### src/rtl/mips_pkg.sv
`default_nettype none
// ============================================================================
// Module   : mips_pkg
// Purpose  : Shared forwarding-select codes, mult/div state type and helpers.
// Revision : 1.0
// ============================================================================
package mips_pkg;

  localparam logic [1:0] FWD_NONE = 2'b00;
  localparam logic [1:0] FWD_WB   = 2'b01;
  localparam logic [1:0] FWD_MEM  = 2'b10;

  typedef enum logic [0:0] {
    MD_IDLE = 1'b0,
    MD_BUSY = 1'b1
  } md_state_t;

  // Register 0 is hard-wired to zero, so a write to it never creates a dependency.
  function automatic logic reg_match(input logic [4:0] src,
                                     input logic       wr_en,
                                     input logic [4:0] dst);
    return wr_en && (dst != 5'd0) && (dst == src);
  endfunction

  function automatic logic [1:0] fwd_sel(input logic [4:0] src,
                                         input logic       wr_en_m,
                                         input logic [4:0] wr_reg_m,
                                         input logic       wr_en_w,
                                         input logic [4:0] wr_reg_w);
    logic [1:0] sel;
    sel = FWD_NONE;
    if (reg_match(src, wr_en_m, wr_reg_m)) begin
      sel = FWD_MEM;
    end else if (reg_match(src, wr_en_w, wr_reg_w)) begin
      sel = FWD_WB;
    end
    return sel;
  endfunction

endpackage
`default_nettype wire

### src/rtl/hazard_ctrl_if.sv
`default_nettype none
// ============================================================================
// Module   : hazard_ctrl_if
// Purpose  : Pipeline <-> hazard unit signal bundle (master = pipeline side).
// Revision : 1.0
// ============================================================================
interface hazard_ctrl_if;

  logic [4:0] rs_d;
  logic [4:0] rt_d;
  logic       branch_taken_d;
  logic       hilo_use_d;

  logic [4:0] rs_e;
  logic [4:0] rt_e;
  logic [4:0] wr_reg_e;
  logic       reg_write_e;
  logic       mem_to_reg_e;
  logic       md_start_e;
  logic       md_is_div_e;

  logic [4:0] wr_reg_m;
  logic       reg_write_m;
  logic [4:0] wr_reg_w;
  logic       reg_write_w;

  logic       stall_f;
  logic       stall_d;
  logic       flush_d;
  logic       flush_e;
  logic [1:0] fwd_a_e;
  logic [1:0] fwd_b_e;
  logic       md_busy;

  modport master (
    output rs_d, rt_d, branch_taken_d, hilo_use_d,
    output rs_e, rt_e, wr_reg_e, reg_write_e, mem_to_reg_e, md_start_e, md_is_div_e,
    output wr_reg_m, reg_write_m, wr_reg_w, reg_write_w,
    input  stall_f, stall_d, flush_d, flush_e, fwd_a_e, fwd_b_e, md_busy
  );

  modport slave (
    input  rs_d, rt_d, branch_taken_d, hilo_use_d,
    input  rs_e, rt_e, wr_reg_e, reg_write_e, mem_to_reg_e, md_start_e, md_is_div_e,
    input  wr_reg_m, reg_write_m, wr_reg_w, reg_write_w,
    output stall_f, stall_d, flush_d, flush_e, fwd_a_e, fwd_b_e, md_busy
  );

endinterface
`default_nettype wire

### src/rtl/md_busy_ctr.sv
`default_nettype none
// ============================================================================
// Module   : md_busy_ctr
// Purpose  : Mult/div occupancy tracker: IDLE/BUSY FSM with a latency down-counter.
// Revision : 1.0
// ============================================================================
module md_busy_ctr
  import mips_pkg::*;
#(
  parameter int DIV_CYCLES = 32,
  parameter int MUL_CYCLES = 4
) (
  input  logic clk,
  input  logic rst,
  input  logic start,
  input  logic is_div,
  output logic busy
);

  localparam int MAX_CYCLES = (DIV_CYCLES > MUL_CYCLES) ? DIV_CYCLES : MUL_CYCLES;
  localparam int CNT_W      = (MAX_CYCLES > 1) ? $clog2(MAX_CYCLES) : 1;
  localparam logic [CNT_W-1:0] DIV_LOAD = CNT_W'(DIV_CYCLES - 1);
  localparam logic [CNT_W-1:0] MUL_LOAD = CNT_W'(MUL_CYCLES - 1);

  md_state_t        state_q, state_d;
  logic [CNT_W-1:0] cnt_q,   cnt_d;
  logic             busy_q,  busy_d;

  // Loading latency-1 and leaving on count 0 keeps the unit busy for exactly N cycles.
  always_comb begin
    state_d = state_q;
    cnt_d   = cnt_q;
    unique case (state_q)
      MD_IDLE: begin
        if (start) begin
          state_d = MD_BUSY;
          cnt_d   = is_div ? DIV_LOAD : MUL_LOAD;
        end
      end
      MD_BUSY: begin
        if (cnt_q == '0) begin
          state_d = MD_IDLE;
        end else begin
          cnt_d = cnt_q - 1'b1;
        end
      end
      default: begin
        state_d = MD_IDLE;
        cnt_d   = '0;
      end
    endcase
    busy_d = (state_d == MD_BUSY);
  end

  always_ff @(posedge clk) begin
    if (rst) begin
      state_q <= MD_IDLE;
      cnt_q   <= '0;
      busy_q  <= 1'b0;
    end else begin
      state_q <= state_d;
      cnt_q   <= cnt_d;
      busy_q  <= busy_d;
    end
  end

  assign busy = busy_q;

endmodule
`default_nettype wire

### src/rtl/hazard_ctrl.sv
`default_nettype none
// ============================================================================
// Module   : hazard_ctrl
// Purpose  : Pipeline stall/flush/forward control. Define HAZARD_CTRL_FWD_EN to
//            resolve E-stage RAW hazards by forwarding instead of stalling.
// Revision : 1.0
// ============================================================================
module hazard_ctrl
  import mips_pkg::*;
#(
  parameter int DIV_CYCLES = 32,
  parameter int MUL_CYCLES = 4
) (
  input  logic         clk,
  input  logic         rst,
  hazard_ctrl_if.slave hz
);

  logic       md_busy_raw;
  logic       load_use;
  logic       md_stall;
  logic       dep_stall;
  logic       stall;
  logic [1:0] fwd_a;
  logic [1:0] fwd_b;

  md_busy_ctr #(
    .DIV_CYCLES (DIV_CYCLES),
    .MUL_CYCLES (MUL_CYCLES)
  ) u_md_busy_ctr (
    .clk    (clk),
    .rst    (rst),
    .start  (hz.md_start_e),
    .is_div (hz.md_is_div_e),
    .busy   (md_busy_raw)
  );

  always_comb begin
    load_use = hz.mem_to_reg_e &&
               (reg_match(hz.rs_d, hz.reg_write_e, hz.wr_reg_e) ||
                reg_match(hz.rt_d, hz.reg_write_e, hz.wr_reg_e));
    md_stall = md_busy_raw && hz.hilo_use_d;
`ifdef HAZARD_CTRL_FWD_EN
    dep_stall = 1'b0;
    fwd_a     = fwd_sel(hz.rs_e, hz.reg_write_m, hz.wr_reg_m, hz.reg_write_w, hz.wr_reg_w);
    fwd_b     = fwd_sel(hz.rt_e, hz.reg_write_m, hz.wr_reg_m, hz.reg_write_w, hz.wr_reg_w);
`else
    // No bypass network: wait out producers in E and M; W is covered by write-first RF.
    dep_stall = reg_match(hz.rs_d, hz.reg_write_e, hz.wr_reg_e) ||
                reg_match(hz.rt_d, hz.reg_write_e, hz.wr_reg_e) ||
                reg_match(hz.rs_d, hz.reg_write_m, hz.wr_reg_m) ||
                reg_match(hz.rt_d, hz.reg_write_m, hz.wr_reg_m);
    fwd_a     = FWD_NONE;
    fwd_b     = FWD_NONE;
`endif
    stall = !rst && (load_use || md_stall || dep_stall);
  end

  assign hz.stall_f = stall;
  assign hz.stall_d = stall;
  assign hz.flush_e = stall;
  assign hz.flush_d = !rst && hz.branch_taken_d && !stall;
  assign hz.fwd_a_e = rst ? FWD_NONE : fwd_a;
  assign hz.fwd_b_e = rst ? FWD_NONE : fwd_b;
  assign hz.md_busy = !rst && md_busy_raw;

endmodule
`default_nettype wire

### src/flat_wrapper.sv
// flat-port wrapper written by rule: the top's interface ports become plain ports
module hazard_ctrl_flat import mips_pkg::*;
#(
  parameter int DIV_CYCLES = 32,
  parameter int MUL_CYCLES = 4
)
  (clk, rst, hz_rs_d, hz_rt_d, hz_branch_taken_d, hz_hilo_use_d, hz_rs_e, hz_rt_e, hz_wr_reg_e, hz_reg_write_e, hz_mem_to_reg_e, hz_md_start_e, hz_md_is_div_e, hz_wr_reg_m, hz_reg_write_m, hz_wr_reg_w, hz_reg_write_w, hz_stall_f, hz_stall_d, hz_flush_d, hz_flush_e, hz_fwd_a_e, hz_fwd_b_e, hz_md_busy);
  hazard_ctrl_if hz_i ();
  input  logic clk;
  input  logic rst;
  input wire logic [$bits(hz_i.rs_d)-1:0] hz_rs_d;
  input wire logic [$bits(hz_i.rt_d)-1:0] hz_rt_d;
  input wire logic [$bits(hz_i.branch_taken_d)-1:0] hz_branch_taken_d;
  input wire logic [$bits(hz_i.hilo_use_d)-1:0] hz_hilo_use_d;
  input wire logic [$bits(hz_i.rs_e)-1:0] hz_rs_e;
  input wire logic [$bits(hz_i.rt_e)-1:0] hz_rt_e;
  input wire logic [$bits(hz_i.wr_reg_e)-1:0] hz_wr_reg_e;
  input wire logic [$bits(hz_i.reg_write_e)-1:0] hz_reg_write_e;
  input wire logic [$bits(hz_i.mem_to_reg_e)-1:0] hz_mem_to_reg_e;
  input wire logic [$bits(hz_i.md_start_e)-1:0] hz_md_start_e;
  input wire logic [$bits(hz_i.md_is_div_e)-1:0] hz_md_is_div_e;
  input wire logic [$bits(hz_i.wr_reg_m)-1:0] hz_wr_reg_m;
  input wire logic [$bits(hz_i.reg_write_m)-1:0] hz_reg_write_m;
  input wire logic [$bits(hz_i.wr_reg_w)-1:0] hz_wr_reg_w;
  input wire logic [$bits(hz_i.reg_write_w)-1:0] hz_reg_write_w;
  output wire logic [$bits(hz_i.stall_f)-1:0] hz_stall_f;
  output wire logic [$bits(hz_i.stall_d)-1:0] hz_stall_d;
  output wire logic [$bits(hz_i.flush_d)-1:0] hz_flush_d;
  output wire logic [$bits(hz_i.flush_e)-1:0] hz_flush_e;
  output wire logic [$bits(hz_i.fwd_a_e)-1:0] hz_fwd_a_e;
  output wire logic [$bits(hz_i.fwd_b_e)-1:0] hz_fwd_b_e;
  output wire logic [$bits(hz_i.md_busy)-1:0] hz_md_busy;
  assign hz_i.rs_d = hz_rs_d;
  assign hz_i.rt_d = hz_rt_d;
  assign hz_i.branch_taken_d = hz_branch_taken_d;
  assign hz_i.hilo_use_d = hz_hilo_use_d;
  assign hz_i.rs_e = hz_rs_e;
  assign hz_i.rt_e = hz_rt_e;
  assign hz_i.wr_reg_e = hz_wr_reg_e;
  assign hz_i.reg_write_e = hz_reg_write_e;
  assign hz_i.mem_to_reg_e = hz_mem_to_reg_e;
  assign hz_i.md_start_e = hz_md_start_e;
  assign hz_i.md_is_div_e = hz_md_is_div_e;
  assign hz_i.wr_reg_m = hz_wr_reg_m;
  assign hz_i.reg_write_m = hz_reg_write_m;
  assign hz_i.wr_reg_w = hz_wr_reg_w;
  assign hz_i.reg_write_w = hz_reg_write_w;
  assign hz_stall_f = hz_i.stall_f;
  assign hz_stall_d = hz_i.stall_d;
  assign hz_flush_d = hz_i.flush_d;
  assign hz_flush_e = hz_i.flush_e;
  assign hz_fwd_a_e = hz_i.fwd_a_e;
  assign hz_fwd_b_e = hz_i.fwd_b_e;
  assign hz_md_busy = hz_i.md_busy;
  hazard_ctrl #(.DIV_CYCLES(DIV_CYCLES), .MUL_CYCLES(MUL_CYCLES)) u_core (.clk(clk), .rst(rst), .hz(hz_i));
endmodule
### config.mk
export PLATFORM = sky130hd
export DESIGN_NAME = hazard_ctrl_flat
export DESIGN_NICKNAME = d
export VERILOG_FILES = /design/src/rtl/mips_pkg.sv /design/src/rtl/hazard_ctrl_if.sv /design/src/rtl/md_busy_ctr.sv /design/src/rtl/hazard_ctrl.sv /design/src/flat_wrapper.sv
export SDC_FILE = /design/constraint.sdc
export NUM_CORES = 1
export LEC_CHECK = 0
export CORE_UTILIZATION = 32
export DETAILED_ROUTE_END_ITERATION = 8
export PLACE_DENSITY = 0.8
export SYNTH_ARGS = -nofsm -noshare
export SYNTH_HDL_FRONTEND = slang
export SYNTH_SLANG_ARGS = --single-unit
### constraint.sdc
create_clock -name clk -period 2 [get_ports clk]
set_input_delay 0.4 -clock clk [delete_from_list [all_inputs] [get_ports clk]]
set_output_delay 0.4 -clock clk [all_outputs]
set_load 0.02 [all_outputs]
==> out/metrics.csv, run 1 <==
stage,metric,value,unit
logic_synthesis,Synth Flop Type,dfxtp_1,
clock_network,Max clock buf depth,2,
logic_synthesis,"EDFF count, synth",0,
sta,final count of hold timing violations,0,
global_route,first-pass GRT wire length,2990,um
place,Setup WS pre-CTS,-0.943,ns
route,uppermost layer routed,met4,
worst_setup_path,Setup crit end kind,output port,
clock_network,Clock Root Buffer,clkbuf_4,
route,WL met1,714,um
sta,RSZ-0062 raised after global routing,yes,
power_and_ir_drop,clock network power share,21.2,%
outcome,failing checks,negative setup slack,
clock_network,hold_buf cts,0,
clock_network,Num CTS Buffers,3,
power_and_ir_drop,sw frac,35.7,%
place,routability cong.,0.828,
worst_hold_path,class of the worst hold path,reg2reg,
route,vias per cell,4.86,
final_layout,nets@finish,175,
final_layout,synthesis-to-finish area growth,83.0,%
worst_setup_path,"Max FO, Critical Path",3,
final_layout,register area,120,sq um
floorplan,Top Ports,54,
final_layout,proportion of layout cells with a drive suffix above 1,46.8,%
final_layout,post-route cell area,0.00120,sq mm
power_and_ir_drop,Reg power frac,28.0,%
outcome,status,finished with violations,
floorplan,Die Area,0.00223,sq mm
logic_synthesis,dominant cells by area after synthesis,"dfxtp_1 18%, xnor2_1 16%, xor2_1 11%, buf_4 6.9%, ha_1 3.8%",
clock_network,CTS tree,yes,
logic_synthesis,Cell variety after synth,31,
power_and_ir_drop,combinational share of power,50.9,%
route,met2 wire len,1100,um
final_layout,Antenna Cells,0,
worst_hold_path,hold path start,u_core.u_md_busy_ctr.cnt_q[3]$_SDFFE_PP0P_,
logic_synthesis,Yosys reg bits,6,
sta,fin. max-slew vios,0,
floorplan,die width,47.3,um
clock_network,Sink Count,6,
route,Avg WL per Cell,12.7,um
logic_synthesis,"Seq/Total Area, Yosys",18.3,%
final_layout,Fill cells,181,
floorplan,die height,47.3,um
worst_setup_path,Crit Path Class,in2out,
route,Iteration-0 DRC Markers,3,
clock_network,Worst-Skew Late Latency,0.25,ns
global_route,number of global-route vias before repair,767,
place,hpwl dp,1490,um
power_and_ir_drop,LEAKAGE,0.515,nW
route,post-route ant nets,0,
clock_network,CTS H-tree depth,1,
logic_synthesis,Synth area leader,dfxtp_1,
final_layout,area of the multi-input gates,639,sq um
final_layout,"commonest non-fill, non-tap cell in the layout",buf_6,
global_route,initial antenna violation count,0,
flow_run,max-cap violation count,0,
sta,Final Worst Setup Slack,-0.0437,ns
place,IO Port Bufs,32,
power_and_ir_drop,VDD IR max,0.000223,V
final_layout,most frequent cells in the layout,"12 x buf_6, 11 x buf_2, 10 x buf_4",
logic_synthesis,Synth Warn #,0,
logic_synthesis,Cells after Synth,83,
route,met3 wire len,106,um
sta,"Setup violations, final",4,
clock_network,register clock-pin slew on the reported worst setup and hold paths,0.04,ns
worst_setup_path,"Arr. time, crit path",1.64,ns
power_and_ir_drop,Pint,342,uW
worst_setup_path,FF-to-FF Start,u_core.u_md_busy_ctr.cnt_q[0]$_SDFFE_PP0P_,
route,detailed-route via count,744,
logic_synthesis,mean area per synthesized cell,7.90,sq um
sta,Worst Hold Margin,0.525,ns
power_and_ir_drop,Sw Pwr,190,uW
route,DRC errors left,0,
worst_setup_path,WP data required,1.60,ns
logic_synthesis,Post-Syn Area,656,sq um
global_route,largest net degree at the start of global routing,9,
floorplan,# rows,16,
route,1st-pass router iterations,4,
sta,fin crit share,102,%
floorplan,initial core utilization,33.8,%
global_route,grt total ovfl,0,
sta,"Min Clock Period, post-route",2.04,ns
place,placement-stage cell area,0.00107,sq mm
worst_setup_path,Critical Path Source,hz_wr_reg_m[0],
route,DRT Wirelength,1940,um
worst_setup_path,Worst setup SP type,input port,
global_route,Global Route Usage Sum,18.8,%
sta,clk_skew,0.00154,ns
power_and_ir_drop,power density over the cells,443,mW/mm^2
sta,FMAX,489,MHz
logic_synthesis,fraction of registers with async set or reset after synthesis,0,%
floorplan,core area,0.00194,sq mm
logic_synthesis,top-area cell type share of the netlist area,18.3,%
## critical path, cell delays in order
cell	delay, ns
buf_6	0.10
buf_6	0.12
xnor2_2	0.14
nand3_2	0.12
nor3_4	0.23
o221ai_4	0.14
a31oi_4	0.24
buf_6	0.15
## per-layer routing
layer  track usage (%)  up-vias
li1                  -      368
met1              19.4      344
met2              38.4       30
met3              2.31        2
met4              5.14        0
met5                 0        -
## synthesized netlist by cell type, types with 3 or more instances
master	n
inv_1	4
buf_4	6
nor3_1	5
nand3_1	4
xor2_1	8
xnor2_1	12
dfxtp_1	6
nor2b_1	3
nor2_1	4
a21oi_1	3
## final timing paths
kind,slack (ns),endpoint,cells after the start
worst max register to register,0.33,u_core.u_md_busy_ctr.cnt_q[3]$_SDFFE_PP0P_,7
worst min register to register,0.52,u_core.u_md_busy_ctr.cnt_q[3]$_SDFFE_PP0P_,2
worst min-delay path,0.52,u_core.u_md_busy_ctr.cnt_q[3]$_SDFFE_PP0P_,2
worst max-delay path,-0.04,hz_stall_f,8
## area by class of cell
class | count | area share (%)
multi-input cells | 69 | 53.3
inverters | 4 | 1.25
repair buffers | 44 | 30.8
flip-flops and latches | 6 | 10.0
clock buffers | 3 | 1.88
well taps | 27 | 2.82
## flip-flops by register name, indices dropped and copies added, names as in the netlist
name	count
u_core.u_md_busy_ctr.busy	1
u_core.u_md_busy_ctr.cnt_q	5
## logic make-up after synthesis
logic type | after synthesis | share of synthesized area, %
buf+inv | 11 | 9.73
fa+ha+maj | 2 | 3.82
compound gates | 15 | 17.2
other cells | 1 | 0.572
xor+xnor | 20 | 26.7
flops | 6 | 18.3
simple gates | 28 | 23.7
## repair_timing
action | 4_1_cts | 5_1_grt
setup buffers | 0 | 1
gates resized for setup | 112 | 23
cloned | 0 | 0
setup endpoints to repair | 5 | 4
pin swaps | 21 | 16
## power groups by stage
stage | clock, mW | sequential [mW] | combinational, mW
floorplan | 0 | 0.150 | 0.128
global placement | 0 | 0.150 | 0.232
global route | 0.121 | 0.151 | 0.292
finish | 0.113 | 0.149 | 0.270
CTS | 0.114 | 0.148 | 0.245
detailed placement | 0 | 0.150 | 0.239
## through the flow
| stage | TNS, ns | total power, mW | cells | util (%) |
|---|---|---|---|---|
| floorplan | 0 | 0.278 | 86 | - |
| global placement | -3.53 | 0.382 | 150 | 55.0 |
| detailed placement | -3.84 | 0.389 | 150 | 55.0 |
| CTS | -0.0332 | 0.508 | 152 | 57.6 |
| global route | -0.415 | 0.564 | 153 | 61.8 |
| finish | -0.159 | 0.532 | 153 | 61.8 |
(Power assumes the default switching activity.)
==> inputs of run 2 (changes only) <==
- ABC_AREA: default -> 1
- CORE_ASPECT_RATIO: default -> 0.7
- CORE_UTILIZATION: 32 -> 35
- CTS_CLUSTER_SIZE: default -> 40
- PLACE_DENSITY: 0.8 -> 0.78
==> out/metrics.csv, run 2 <==
stage,metric,value,unit,change
power_and_ir_drop,VDD IR max,0.000135,V,-39%
route,Iteration-0 DRC Markers,47,,+44
place,placed instance count,231,,+54%
floorplan,core area,0.00221,sq mm,+14%
route,vias per cell,4.40,,-9.6%
sta,"Min Clock Period, post-route",1.92,ns,-0.126 ns
place,routability cong.,0.841,,+1.6%
power_and_ir_drop,Total Power,539,uW,+1.3%
worst_hold_path,worst hold stages,2,,unchanged
clock_network,Clock Root Buffer,clkbuf_4,,
logic_synthesis,Synth Warn #,0,,unchanged
sta,RSZ-0062 raised after global routing,no,,
final_layout,Fill cells,224,,+24%
logic_synthesis,mean area per synthesized cell,5.20,sq um,-34%
logic_synthesis,fraction of registers with async set or reset after synthesis,0,%,unchanged
worst_setup_path,"Arr. time, crit path",1.52,ns,-0.12 ns
sta,fin. max-slew vios,0,,unchanged
global_route,Global Route Usage Sum,19.0,%,+0.21 points
logic_synthesis,Cell variety after synth,25,,-19%
sta,final count of hold timing violations,0,,unchanged
clock_network,Worst-Skew Late Latency,0.25,ns,about the same
route,Avg WL per Cell,9.67,um,-24%
power_and_ir_drop,LEAKAGE,0.732,nW,+42%
global_route,initial antenna violation count,0,,unchanged
sta,"Setup violations, final",0,,-4
final_layout,most frequent cells in the layout,"61 x nand2_1, 18 x inv_1, 12 x nor2_1, 12 x clkbuf_2, 11 x buf_4",,
place,Setup WS pre-CTS,-0.810,ns,+0.133 ns
outcome,status,"complete, no violations",,
sta,clk_skew,0.00124,ns,-0.000297 ns
final_layout,Antenna Cells,0,,unchanged
floorplan,die height,42.9,um,-9.2%
worst_setup_path,Crit Path Class,in2out,,
clock_network,register clock-pin slew on the reported worst setup and hold paths,0.05,ns,about the same
logic_synthesis,top-count cell post-synth,nand2_1,,
worst_setup_path,WP data required,1.60,ns,about the same
clock_network,hold_buf cts,0,,unchanged
logic_synthesis,"EDFF count, synth",0,,unchanged
place,placement-stage cell area,0.00123,sq mm,+15%
final_layout,post-route cell area,0.00126,sq mm,+4.9%
global_route,first-pass GRT wire length,3700,um,+24%
worst_setup_path,Setup crit end kind,output port,,
logic_synthesis,Synth Flop Type,dfxtp_1,,
final_layout,nets@finish,253,,+45%
floorplan,Die Area,0.00259,sq mm,+16%
route,post-route ant nets,0,,unchanged
route,DRC errors left,0,,unchanged
place,IO Port Bufs,32,,unchanged
final_layout,"commonest non-fill, non-tap cell in the layout",nand2_1,,
floorplan,# rows,14,,-2
logic_synthesis,Cells after Synth,161,,+94%
logic_synthesis,Synth top cells by count,"63 x nand2_1, 22 x inv_1, 17 x nor2_1",,
clock_network,CTS H-tree depth,1,,unchanged
sta,fin crit share,95.9,%,-6.3 points
final_layout,proportion of layout cells with a drive suffix above 1,32.4,%,-14 points
logic_synthesis,Post-Syn Area,837,sq um,+28%
route,1st-pass router iterations,4,,unchanged
sta,Worst Hold Margin,0.505,ns,-0.0194 ns
final_layout,synthesis-to-finish area growth,50.4,%,
route,DRT Wirelength,2280,um,+18%
global_route,number of global-route vias before repair,895,,+17%
clock_network,CTS tree,yes,,
final_layout,final std cells w/o fill,236,,+54%
clock_network,Sink Count,6,,unchanged
final_layout,final core utilization,57.0,%,-4.8 points
final_layout,max FFs per register,5,,unchanged
logic_synthesis,Synth area leader,nand2_1,,
logic_synthesis,"Seq/Total Area, Yosys",14.3,%,-4.0 points
final_layout,Biggest register,u_core.u_md_busy_ctr.cnt_q,,
route,detailed-route via count,1038,,+40%
sta,FMAX,522,MHz,+6.6%
global_route,largest net degree at the start of global routing,8,,-1
worst_setup_path,Worst R2R Path Depth,8,,+1
place,hpwl dp,1900,um,+28%
floorplan,initial core utilization,37.9,%,+4.2 points
clock_network,Num CTS Buffers,3,,unchanged
sta,setup TNS,0,ns,+0.159 ns
floorplan,Top Ports,54,,unchanged
power_and_ir_drop,power density over the cells,428,mW/mm^2,-3.4%
logic_synthesis,top-area cell type share of the netlist area,28.3,%,+9.9 points
worst_setup_path,"Max FO, Critical Path",3,,unchanged
worst_setup_path,Worst setup SP type,input port,,
logic_synthesis,dominant cells by area after synthesis,"nand2_1 28%, dfxtp_1 14%, inv_1 9.9%, nor2_1 7.6%, nand3_1 6.0%",,
flow_run,max-cap violation count,0,,unchanged
global_route,grt total ovfl,0,,unchanged
sta,Final Worst Setup Slack,0.0827,ns,+0.126 ns
floorplan,die width,60.5,um,+28%
clock_network,Max clock buf depth,2,,unchanged
logic_synthesis,Yosys reg bits,6,,unchanged
worst_hold_path,class of the worst hold path,reg2reg,,
## run 2: cell families after synthesis
kind of cell | after synthesis | synth area share, %
buffers and inverters | 34 | 17.9
xor gates and xnor gates | 7 | 7.32
and+or+nand+nor | 100 | 49.5
DFF | 6 | 14.4
other | 1 | 0.448
adders and majority gates | 2 | 2.99
AOI/OAI and AO/OA | 11 | 7.47
## run 2: what timing repair did
action                                 CTS  global route
setup endpoints to repair                4             5
pin swaps                               10            11
resized for setup                       76            29
endpoints found under the hold margin    0             0
setup buffers                            1             1
## run 2: cell type report
cell class | instances | area [sq um] | area share [%]
flip-flops and latches | 6 | 120 | 9.54
well taps | 32 | 40.0 | 3.18
repair buffers | 43 | 327 | 25.9
inverters | 28 | 105 | 8.35
clock buffers | 3 | 22.5 | 1.79
multi-input cells | 124 | 644 | 51.2
## run 2: final timing paths
kind	startpoint	to	slack [ns]
worst min register to register	u_core.u_md_busy_ctr.cnt_q[4]$_SDFFE_PP0P_	u_core.u_md_busy_ctr.cnt_q[4]$_SDFFE_PP0P_	0.51
worst min-delay path	u_core.u_md_busy_ctr.cnt_q[4]$_SDFFE_PP0P_	u_core.u_md_busy_ctr.cnt_q[4]$_SDFFE_PP0P_	0.51
worst max-delay path	hz_reg_write_e	hz_stall_f	0.08
worst max register to register	u_core.u_md_busy_ctr.cnt_q[0]$_SDFFE_PP0P_	u_core.u_md_busy_ctr.cnt_q[3]$_SDFFE_PP0P_	0.72
## run 2: power by group
group,internal (mW),switching [mW],total (mW)
registers,0.135,0.0107,0.145
clock network,0.0684,0.0509,0.119
logic,0.122,0.152,0.274
total,0.325,0.214,0.539
## run 2: critical path, cell delays in order
cell and delay (ns):
clkdlybuf4s50_1 0.45, nand2_1 0.06, inv_2 0.07, nand3_1 0.09
nand3_1 0.11, nor2_2 0.06, nor2_4 0.13, buf_6 0.14
## run 2: metal layers
layer  vias to the layer above  global-route usage [%]  wire [um]
li1                        564                       -          -
met1                       441                    25.4       1070
met2                        30                    31.2       1050
met3                         3                    4.57        149
met4                         0                    2.73         13
met5                         -                       0          0
==> inputs of run 3 (changes only) <==
- HOLD_SLACK_MARGIN: default -> 0.1
- MAX_ROUTING_LAYER: default -> met4
- RECOVER_POWER: default -> 50
==> out/metrics.csv, run 3 (same netlist as run 2, synthesis figures left out) <==
stage,metric,value,unit,change
outcome,status,"complete, no violations",,
clock_network,Num CTS Buffers,3,,unchanged
clock_network,CTS tree,yes,,
power_and_ir_drop,sw frac,39.5,%,-0.14 points
sta,Final Worst Setup Slack,0.0846,ns,+0.00190 ns
final_layout,Antenna Cells,0,,unchanged
global_route,Global Route Usage Sum,19.5,%,+0.51 points
route,post-route ant nets,0,,unchanged
floorplan,# rows,14,,unchanged
worst_setup_path,"Max FO, Critical Path",3,,unchanged
clock_network,Worst-Skew Late Latency,0.25,ns,about the same
route,detailed-route via count,1043,,+0.48%
final_layout,"commonest non-fill, non-tap cell in the layout",nand2_1,,
sta,fin crit share,95.8,%,about the same
route,Avg WL per Cell,9.67,um,about the same
power_and_ir_drop,Reg power frac,27.1,%,about the same
clock_network,hold_buf cts,0,,unchanged
final_layout,max FFs per register,5,,unchanged
worst_setup_path,Setup crit end kind,output port,,
place,IO Port Bufs,32,,unchanged
floorplan,Die Area,0.00259,sq mm,unchanged
global_route,M2 GR Usage,31.2,%,unchanged
global_route,largest net degree at the start of global routing,8,,unchanged
place,placement-stage cell area,0.00123,sq mm,unchanged
worst_setup_path,Worst setup SP type,input port,,
global_route,first-pass GRT wire length,3700,um,unchanged
power_and_ir_drop,clock network power share,22.3,%,+0.2 points
sta,final count of hold timing violations,0,,unchanged
power_and_ir_drop,Pint,323,uW,-0.49%
global_route,grt total ovfl,0,,unchanged
final_layout,proportion of layout cells with a drive suffix above 1,31.4,%,-0.98 points
floorplan,Top Ports,54,,unchanged
final_layout,Biggest register,u_core.u_md_busy_ctr.cnt_q,,
clock_network,Max clock buf depth,2,,unchanged
sta,"Min Clock Period, post-route",1.92,ns,-0.00190 ns
floorplan,die height,42.9,um,unchanged
final_layout,final core utilization,56.7,%,-0.34 points
final_layout,nets@finish,253,,unchanged
clock_network,Clock Root Buffer,clkbuf_4,,
route,Iteration-0 DRC Markers,47,,unchanged
route,DRT Wirelength,2280,um,about the same
global_route,met1 track demand over resource,25.4,%,unchanged
sta,clk_skew,0.00162,ns,+0.000379 ns
clock_network,Sink Count,6,,unchanged
global_route,initial antenna violation count,0,,unchanged
place,routability cong.,0.854,,+1.6%
sta,RSZ-0062 raised after global routing,no,,
power_and_ir_drop,power density over the cells,427,mW/mm^2,-0.13%
power_and_ir_drop,Sw Pwr,211,uW,-1.1%
worst_hold_path,class of the worst hold path,reg2reg,,
power_and_ir_drop,combinational share of power,50.6,%,-0.3 points
place,Setup WS pre-CTS,-0.810,ns,unchanged
worst_setup_path,"Arr. time, crit path",1.52,ns,about the same
global_route,number of global-route vias before repair,895,,unchanged
place,hpwl dp,1900,um,unchanged
clock_network,register clock-pin slew on the reported worst setup and hold paths,0.05,ns,about the same
sta,FMAX,522,MHz,about the same
sta,fin. max-slew vios,0,,unchanged
sta,"Setup violations, final",0,,unchanged
power_and_ir_drop,Total Power,535,uW,-0.72%
final_layout,synthesis-to-finish area growth,49.5,%,
global_route,M3 GR Usage,4.57,%,unchanged
route,vias per cell,4.42,,+0.48%
worst_setup_path,R2R setup slack,0.62,ns,-0.10 ns
final_layout,most frequent cells in the layout,"62 x nand2_1, 19 x inv_1, 12 x nor2_1, 12 x clkbuf_2, 11 x buf_4",,
route,DRC errors left,0,,unchanged
worst_setup_path,WP data required,1.60,ns,about the same
floorplan,die width,60.5,um,unchanged
global_route,Most Crowded Layer GR,met2,,
power_and_ir_drop,LEAKAGE,0.731,nW,-0.16%
floorplan,core area,0.00221,sq mm,unchanged
clock_network,CTS H-tree depth,1,,unchanged
final_layout,post-route cell area,0.00125,sq mm,-0.60%
power_and_ir_drop,VDD IR max,0.000135,V,about the same
route,1st-pass router iterations,4,,unchanged
flow_run,max-cap violation count,0,,unchanged
floorplan,initial core utilization,37.9,%,unchanged
worst_setup_path,Crit Path Class,in2out,,
run 3: cell counts in the layout (fill, tap and decap cells not counted):
No cell type changed its count.
run 3: worst max-delay path, stage by stage:
cell and delay (ns):
clkdlybuf4s50_1 0.45, nand2_1 0.06, inv_2 0.07, nand3_1 0.09, nand3_1 0.11, nor2_2 0.06
nor2_4 0.13, buf_6 0.14
run 3: layout make-up:
class	instances	area [sq um]
tap	32	40.0
inverter	28	105
sequential	6	120
fill	226	956
timing repair buffer	43	327
multi-input combinational	124	637
clock buffer	3	22.5
run 3: path summary, 6_finish.rpt:
kind | start | endpoint | cells after the start
worst max-delay path | hz_reg_write_e | hz_stall_f | 8
worst min-delay path | u_core.u_md_busy_ctr.cnt_q[4]$_SDFFE_PP0P_ | u_core.u_md_busy_ctr.cnt_q[4]$_SDFFE_PP0P_ | 2
worst max register to register | u_core.u_md_busy_ctr.cnt_q[0]$_SDFFE_PP0P_ | u_core.u_md_busy_ctr.cnt_q[4]$_SDFFE_PP0P_ | 9
worst min register to register | u_core.u_md_busy_ctr.cnt_q[4]$_SDFFE_PP0P_ | u_core.u_md_busy_ctr.cnt_q[4]$_SDFFE_PP0P_ | 2
run 3: metrics by stage:
stage	cells	setup TNS [ns]	hold WS, ns
floorplan	164	0	0.471
global placement	231	-2.86	0.493
detailed placement	231	-3.02	0.498
CTS	235	0	0.504
global route	236	0	0.541
finish	236	0	0.507
run 3: routing by layer:
metal	share of wire (%)	vias to the layer above
li1	-	564
met1	47	445
met2	46	31
met3	6.6	3
met4	0.57	0
met5	0	-
run 3: repair_timing:
item,CTS,global route
gates resized for setup,76,29
buffers inserted,1,1
pin swaps,10,11
setup endpoints to repair,4,5
run 3: power by group through the flow:
stage / combinational, mW / clock [mW] / sequential (mW)
finish: 0.271 / 0.119 / 0.145
global route: 0.300 / 0.127 / 0.147
CTS: 0.271 / 0.122 / 0.145
detailed placement: 0.266 / 0 / 0.147
global placement: 0.259 / 0 / 0.147
floorplan: 0.154 / 0 / 0.147
